==> config.mk <==
export PLATFORM = sky130hd
export DESIGN_NAME = coriolis_ker0_stream_seq
export DESIGN_NICKNAME = d
export VERILOG_FILES = /design/src/rtl/coriolis_ker0_stream_seq_pkg.sv /design/src/rtl/coriolis_ker0_seq_fifo.sv /design/src/rtl/coriolis_ker0_stream_seq.sv
export SDC_FILE = /design/constraint.sdc
export NUM_CORES = 1
export LEC_CHECK = 0
export ABC_CLOCK_PERIOD_IN_PS = 4500
export CAP_MARGIN = 10
export CORE_AREA = 2 2 167 169
export DETAILED_ROUTE_END_ITERATION = 10
export DIE_AREA = 0 0 169 171
export GPL_TIMING_DRIVEN = 1
export PLACE_DENSITY = 0.84
export SYNTH_ARGS = -nofsm -noshare
export SYNTH_HDL_FRONTEND = slang
export SYNTH_SLANG_ARGS = --single-unit
==> constraint.sdc <==
create_clock -name clk -period 4.5 [get_ports clk]
set_clock_uncertainty 0.15 [all_clocks]
set_input_delay 1.125 -clock clk [delete_from_list [all_inputs] [get_ports clk]]
set_output_delay 1.125 -clock clk [all_outputs]
set_load 0.02 [all_outputs]
==> src/rtl/coriolis_ker0_stream_seq_pkg.sv <==
// Shared definitions for the coriolis ker0 stream sequencer: FSM states and default word width.
package coriolis_ker0_stream_seq_pkg;

    localparam int STREAMW_DEF = 34;

    typedef enum logic [1:0] {
        ST_IDLE  = 2'd0,
        ST_RUN   = 2'd1,
        ST_DRAIN = 2'd2,
        ST_DONE  = 2'd3
    } state_t;

endpackage

==> src/rtl/coriolis_ker0_seq_fifo.sv <==
// Synchronous FIFO feeding the kernel; the head word is presented combinationally (show-ahead).
module coriolis_ker0_seq_fifo #(
    parameter int WIDTH = 68,
    parameter int DEPTH = 4
) (
    input  logic                   clk,
    input  logic                   rst,
    input  logic                   push,
    input  logic [WIDTH-1:0]       din,
    input  logic                   pop,
    output logic [WIDTH-1:0]       head,
    output logic                   empty,
    output logic                   full,
    output logic [$clog2(DEPTH):0] count
);
    localparam int PW = $clog2(DEPTH);

    logic [WIDTH-1:0] mem [DEPTH];
    logic [PW-1:0]    wr_ptr;
    logic [PW-1:0]    rd_ptr;
    logic             do_push;
    logic             do_pop;

    assign empty   = (count == '0);
    assign full    = (count == (PW+1)'(DEPTH));
    assign do_pop  = pop && !empty;
    // A push into a full FIFO is still legal when the head leaves in the same cycle.
    assign do_push = push && (!full || do_pop);
    assign head    = mem[rd_ptr];

    always_ff @(posedge clk or negedge rst) begin
        if (!rst) begin
            wr_ptr <= '0;
            rd_ptr <= '0;
            count  <= '0;
        end else begin
            if (do_push) wr_ptr <= wr_ptr + PW'(1);
            if (do_pop)  rd_ptr <= rd_ptr + PW'(1);
            case ({do_push, do_pop})
                2'b10:   count <= count + (PW+1)'(1);
                2'b01:   count <= count - (PW+1)'(1);
                default: count <= count;
            endcase
        end
    end

    // Storage carries data only, so it is not reset.
    always_ff @(posedge clk) begin
        if (do_push) mem[wr_ptr] <= din;
    end

endmodule

==> src/rtl/coriolis_ker0_stream_seq.sv <==
// Job sequencer: reads (u,v) pairs, feeds the ker0 kernel through a credit-limited FIFO,
// writes (un,vn) results to output memory and pulses done at the end of the job.
module coriolis_ker0_stream_seq
    import coriolis_ker0_stream_seq_pkg::*;
#(
    parameter int STREAMW = STREAMW_DEF,
    parameter int ADDRW   = 16,
    parameter int RDLAT   = 2,
    parameter int FIFOD   = 4
) (
    input  logic               clk,
    input  logic               rst,
    input  logic               start,
    input  logic [ADDRW-1:0]   nelem,
    output logic               busy,
    output logic               done,
    output logic               rd_en,
    output logic [ADDRW-1:0]   rd_addr,
    input  logic [STREAMW-1:0] rd_u,
    input  logic [STREAMW-1:0] rd_v,
    output logic               k_ivalid,
    output logic [STREAMW-1:0] k_u,
    output logic [STREAMW-1:0] k_v,
    input  logic               k_iready,
    input  logic               k_ovalid,
    input  logic [STREAMW-1:0] k_un,
    input  logic [STREAMW-1:0] k_vn,
    output logic               k_oready,
    output logic               wr_en,
    output logic [ADDRW-1:0]   wr_addr,
    output logic [STREAMW-1:0] wr_un,
    output logic [STREAMW-1:0] wr_vn,
    input  logic               wr_ready
);
    // One extra bit keeps nelem = 2^ADDRW-1 from wrapping in the count compares.
    localparam int CNTW = ADDRW + 1;
    localparam int FCW  = $clog2(FIFOD) + 1;
    localparam int CRW  = $clog2(FIFOD + RDLAT + 1) + 1;

    state_t               state;
    state_t               state_nxt;
    logic [CNTW-1:0]      nelem_q;
    logic [CNTW-1:0]      issued;
    logic [CNTW-1:0]      written;
    logic [CNTW-1:0]      written_nxt;
    logic [RDLAT-1:0]     vld_p;
    logic [CRW-1:0]       inflight;
    logic [CRW-1:0]       credit_used;
    logic [FCW-1:0]       fifo_cnt;
    logic                 fifo_empty;
    logic                 fifo_full;
    logic                 push;
    logic                 pop;
    logic                 accept;
    logic [2*STREAMW-1:0] fifo_head;

    assign accept      = start && (state == ST_IDLE);
    assign busy        = (state != ST_IDLE);
    assign done        = (state == ST_DONE);
    assign written_nxt = written + CNTW'(wr_en);

    always_comb begin
        inflight = '0;
        for (int i = 0; i < RDLAT; i++) inflight = inflight + CRW'(vld_p[i]);
    end

    assign credit_used = inflight + CRW'(fifo_cnt);
    assign rd_en       = (state == ST_RUN) && (issued < nelem_q) && (credit_used < CRW'(FIFOD));
    assign rd_addr     = issued[ADDRW-1:0];

    assign push     = vld_p[RDLAT-1];
    assign k_ivalid = !fifo_empty;
    assign pop      = k_ivalid && k_iready;
    assign k_u      = fifo_head[2*STREAMW-1:STREAMW];
    assign k_v      = fifo_head[STREAMW-1:0];

    assign k_oready = wr_ready && busy;
    assign wr_en    = k_ovalid && k_oready;
    assign wr_addr  = written[ADDRW-1:0];
    assign wr_un    = k_un;
    assign wr_vn    = k_vn;

    always_ff @(posedge clk or negedge rst) begin
        if (!rst) state <= ST_IDLE;
        else      state <= state_nxt;
    end

    // Leaving DRAIN on the final write lets done coincide with the cycle after that write.
    always_comb begin
        state_nxt = state;
        case (state)
            ST_IDLE:  if (start) state_nxt = (nelem == '0) ? ST_DONE : ST_RUN;
            ST_RUN:   if (issued == nelem_q) state_nxt = ST_DRAIN;
            ST_DRAIN: if (written_nxt == nelem_q) state_nxt = ST_DONE;
            ST_DONE:  state_nxt = ST_IDLE;
            default:  state_nxt = ST_IDLE;
        endcase
    end

    always_ff @(posedge clk or negedge rst) begin
        if (!rst) begin
            nelem_q <= '0;
            issued  <= '0;
            written <= '0;
            vld_p   <= '0;
        end else begin
            vld_p <= (vld_p << 1) | RDLAT'(rd_en);
            if (accept) begin
                nelem_q <= {1'b0, nelem};
                issued  <= '0;
                written <= '0;
            end else begin
                if (rd_en) issued <= issued + CNTW'(1);
                written <= written_nxt;
            end
        end
    end

    coriolis_ker0_seq_fifo #(
        .WIDTH (2*STREAMW),
        .DEPTH (FIFOD)
    ) u_fifo (
        .clk   (clk),
        .rst   (rst),
        .push  (push),
        .din   ({rd_u, rd_v}),
        .pop   (pop),
        .head  (fifo_head),
        .empty (fifo_empty),
        .full  (fifo_full),
        .count (fifo_cnt)
    );

    // The credit rule must make an unabsorbed push into a full FIFO impossible.
    fifo_no_overflow: assert property (@(posedge clk) disable iff (!rst)
        !(push && fifo_full && !pop));

endmodule

==> flow_results.xml, run 1 <==
<?xml version="1.0" encoding="UTF-8"?>
<metrics>
  <group name="synth">
    <metric name="synth_area" unit="um2">14500</metric>
    <metric name="synth_edf_count" unit="">272</metric>
    <metric name="synth.top_cells.by_area" unit="">edfxtp_1 56%, mux4_2 11%, dfrtp_1 11%, buf_4 5.2%, ha_1 2.5%</metric>
    <metric name="top_cell_type_by_total_area_after_synthesis" unit="">edfxtp_1</metric>
    <metric name="area_share_of_the_largest_cell_type_after_synthesis" unit="%">56.4</metric>
    <metric name="synth_cell_type_count" unit="">56</metric>
    <metric name="synth_simple_gate_area_share" unit="%">6.59</metric>
    <metric name="synthesis.instances" unit="">890</metric>
    <metric name="synthXorXnorAreaFrac" unit="%">1.95</metric>
    <metric name="ys_seq_area_share" unit="%">67.0</metric>
    <metric name="synth-compound-area-share" unit="%">3.93</metric>
    <metric name="synth-main-ff-cell" unit="">edfxtp_1</metric>
    <metric name="arithmetic_cell_share_of_the_synthesized_area_counting_full_adders_half_adders_and_majority_gates" unit="%">2.65</metric>
    <metric name="synth-warning-count" unit="">0</metric>
    <metric name="synth_seq_cells" unit="">333</metric>
    <metric name="async_flop_share" unit="%">18.3</metric>
    <metric name="avgSynthCellArea" unit="um2">16.3</metric>
    <metric name="share_of_cell_area_taken_by_muxes_after_synthesis" unit="%">11.0</metric>
    <metric name="synth_top_family_by_area" unit="">multiplexers</metric>
    <metric name="synth.net_count" unit="">1078</metric>
  </group>
  <group name="routing">
    <metric name="detail_route.drc_violations" unit="">0</metric>
    <metric name="drtAntennaViolNets" unit="">0</metric>
    <metric name="avgRoutedWirePerCell" unit="um">21.7</metric>
    <metric name="detail_route.vias_per_cell" unit="">5.70</metric>
    <metric name="dr.pass1.iters" unit="">5</metric>
    <metric name="first_iter_violations" unit="">609</metric>
    <metric name="num_vias" unit="">7910</metric>
    <metric name="drt-total-wl" unit="mm">30.2</metric>
  </group>
  <group name="pwr">
    <metric name="cellPowerDensity" unit="nW/um2">610</metric>
    <metric name="vdd_ir_drop_max" unit="uV">416</metric>
    <metric name="leakagePower" unit="nW">6.04</metric>
  </group>
  <group name="clock_network">
    <metric name="cts_setup_buffers" unit="">0</metric>
    <metric name="cts-htree-levels" unit="">2</metric>
    <metric name="cts-root-to-sink-buffers" unit="">3</metric>
    <metric name="cts_inserted_buffers" unit="">36</metric>
    <metric name="holdBufCountCts" unit="">0</metric>
    <metric name="root_buffer" unit="">clkbuf_16</metric>
    <metric name="clock-sinks" unit="">333</metric>
    <metric name="worst_setup_hold_path_clk_slew" unit="ns">0.06</metric>
    <metric name="worst_skew_pair.late_latency" unit="ns">0.51</metric>
    <metric name="postCtsResizedCells" unit="">0</metric>
    <metric name="cts_tree" unit="">done</metric>
  </group>
  <group name="cells_and_area">
    <metric name="syn_to_final_growth" unit="%">20.0</metric>
    <metric name="final_cell_mix" unit="">272 x edfxtp_1, 194 x clkdlybuf4s50_1, 68 x mux4_2</metric>
    <metric name="post_route_cells_drive_above_1_share" unit="%">15.5</metric>
    <metric name="multiInputGateArea" unit="um2">3790</metric>
    <metric name="layout_commonest_cell" unit="">edfxtp_1</metric>
    <metric name="finalNetCount" unit="">1202</metric>
    <metric name="stdcell_area" unit="um2">17400</metric>
    <metric name="final.fill_count" unit="">1962</metric>
    <metric name="final-seq-area" unit="um2">9700</metric>
  </group>
  <group name="job">
    <metric name="timing.max_cap.violations" unit="">0</metric>
  </group>
  <group name="setup_path">
    <metric name="setup.worst_path.class" unit="">reg -&gt; out</metric>
    <metric name="critPathCaptureType" unit="">output port</metric>
    <metric name="critical_path_required" unit="ns">3.22</metric>
    <metric name="cpMostUsedCell" unit="">a21o_1</metric>
    <metric name="critPathMaxStageDelay" unit="ns">0.65</metric>
    <metric name="critical_path_arrival" unit="ns">2.97</metric>
    <metric name="worstReg2RegStart" unit="">state[1]</metric>
    <metric name="worst_path_cell_trace" unit="">inv_1 -&gt; ha_1 -&gt; a21o_1 -&gt; a21o_1 -&gt; a21oi_1 -&gt; nand2_1 -&gt; o21a_1 -&gt; nor2_1 -&gt; clkdlybuf4s50_1</metric>
    <metric name="timing.critical_path.fanout_max" unit="">4</metric>
    <metric name="crit_start" unit="">nelem_q[10]</metric>
    <metric name="cp-start-kind" unit="">flip-flop</metric>
    <metric name="worst_path_max_delay_cell" unit="">clkdlybuf4s50_1</metric>
  </group>
  <group name="floorplanning">
    <metric name="die_extent_in_x" unit="um">169</metric>
    <metric name="die_area" unit="um2">28900</metric>
    <metric name="core.rowCount" unit="">61</metric>
    <metric name="floorplan.die.height" unit="um">171</metric>
    <metric name="core_area" unit="um2">27300</metric>
    <metric name="initial_core_util" unit="%">53.0</metric>
    <metric name="io_pins" unit="">332</metric>
  </group>
  <group name="run_status">
    <metric name="run_status" unit="">finished, final reports clean</metric>
  </group>
  <group name="timing">
    <metric name="achievable-frequency" unit="GHz">0.235</metric>
    <metric name="slew_headroom" unit="%">49.6</metric>
    <metric name="final_period_minus_worst_setup_slack" unit="ns">4.25</metric>
    <metric name="finalSetupViolations" unit="">0</metric>
    <metric name="rsz0062_at_grt" unit="">false</metric>
    <metric name="worst_slew_pin_slew" unit="ns">0.756</metric>
    <metric name="report.final.hold_viol_count" unit="">0</metric>
    <metric name="totalNegativeSetupSlack" unit="ns">0</metric>
    <metric name="slew_viol_final" unit="">0</metric>
    <metric name="final.period_utilization" unit="%">94.4</metric>
  </group>
  <group name="min_path">
    <metric name="hp-class" unit="">reg -&gt; reg</metric>
    <metric name="worst_hold_startpoint" unit="">vld_p[0]</metric>
  </group>
  <group name="grt">
    <metric name="grt_max_degree" unit="">62</metric>
    <metric name="globalRouteOverflowTotal" unit="">0</metric>
    <metric name="first_global_vias" unit="">8182</metric>
    <metric name="grt_first_pass_wirelength" unit="mm">46.0</metric>
    <metric name="grt_antenna_before_repair" unit="">2</metric>
    <metric name="grt_use_total" unit="%">21.0</metric>
  </group>
  <group name="placement">
    <metric name="buffer_ports.inserted" unit="">195</metric>
    <metric name="gpl.final_weighted_congestion" unit="">0.870</metric>
    <metric name="dpl-instance-area" unit="um2">16200</metric>
    <metric name="dp_hpwl" unit="mm">20.3</metric>
  </group>
</metrics>
power breakdown:
group          switching (mW)  leakage (nW)  internal [mW]
registers               0.274          3.25           3.82
clock network            1.16         0.542           1.63
logic                    1.92          2.24           1.79
area by class of cell:
type                    instances  share of cell area (%)
diodes                          1                  0.0144
well taps                     346                    2.49
clock inverters                18                   0.994
multi-input cells             392                    21.8
flip-flops and latches        333                    55.9
clock buffers                  47                    5.48
repair buffers                217                    12.6
inverters                      34                   0.735
cell usage after synthesis (12+ instances only):
cell type / count
a21oi_1: 26
buf_4: 100
clkbuf_1: 20
dfrtp_1: 61
edfxtp_1: 272
ha_1: 29
inv_1: 34
mux4_2: 68
nand2_1: 36
nand3_1: 17
nand4_1: 15
nor2_1: 33
o21ai_0: 24
o31ai_1: 12
or4_1: 12
xnor2_1: 23
critical path: cells and delay by family, from the launching register on:
kind,cells,cell delay (ns)
compound gates,4,0.72
fa+ha+maj,1,0.27
buf+inv,2,0.79
flops,1,0.38
simple gates,2,0.29
per-layer routing:
| layer | vias up | wire [um] | GRT usage, % |
|---|---|---|---|
| li1 | 3571 | - | - |
| met2 | 298 | 15300 | 36.2 |
| met3 | 50 | 2330 | 6.48 |
| met5 | - | 16 | 0 |
| met4 | 2 | 676 | 6.09 |
| met1 | 3989 | 11900 | 25.6 |
worst paths after layout:
check	to	slack, ns	cells after the start
max	rd_en	0.25	9
min	vld_p[1]	0.24	0
max reg2reg	state[1]	0.98	12
min reg2reg	vld_p[1]	0.24	0
max in group asynchronous	u_fifo.rd_ptr[0]	2.94	2
min in group asynchronous	written[0]	0.53	1
per-stage QoR:
| step | power (mW) | instances | worst slack [ns] | hold WS (ns) | util (%) |
|---|---|---|---|---|---|
| 2_1_floorplan | 6.45 | 890 | 0.468 | 0.210 | - |
| 3_3_place_gp | 7.80 | 1322 | 0.283 | 0.236 | 59.4 |
| 3_5_place_dp | 7.91 | 1322 | 0.182 | 0.225 | 59.4 |
| 4_1_cts | 10.7 | 1387 | 0.221 | 0.237 | 63.5 |
| 5_1_grt | 11.1 | 1388 | 0.107 | 0.254 | 63.5 |
| 6_report | 10.6 | 1388 | 0.253 | 0.236 | 63.5 |
logic make-up (layout without fill, tap and decap cells):
kind of cell	count (synthesis)	count (layout)
muxes	74	74
buffers and inverters	165	316
adders and majority gates	30	30
xor gates and xnor gates	29	29
AOI/OAI and AO/OA	88	88
and+or+nand+nor	171	171
DFF	333	333
other	0	1
sequential cells by signal, summed over array words and instances (netlist names):
| register | cells |
|---|---|
| issued | 17 |
| nelem_q | 16 |
| state | 2 |
| u_fifo.count | 3 |
| u_fifo.mem | 272 |
| u_fifo.rd_ptr | 2 |
| u_fifo.wr_ptr | 2 |
| vld_p | 2 |
| written | 17 |
Power figures use the tool's default switching activity.
==> inputs of run 2 (changes only) <==
--- a/config.mk
+++ b/config.mk
@@ -6,7 +6,6 @@
 export NUM_CORES = 1
 export LEC_CHECK = 0
 export ABC_CLOCK_PERIOD_IN_PS = 4500
-export CAP_MARGIN = 10
 export CORE_AREA = 2 2 167 169
 export DETAILED_ROUTE_END_ITERATION = 10
 export DIE_AREA = 0 0 169 171
==> results of run 2 <==
Same layout as run 1: the final DEF is identical, and so are final timing and power.
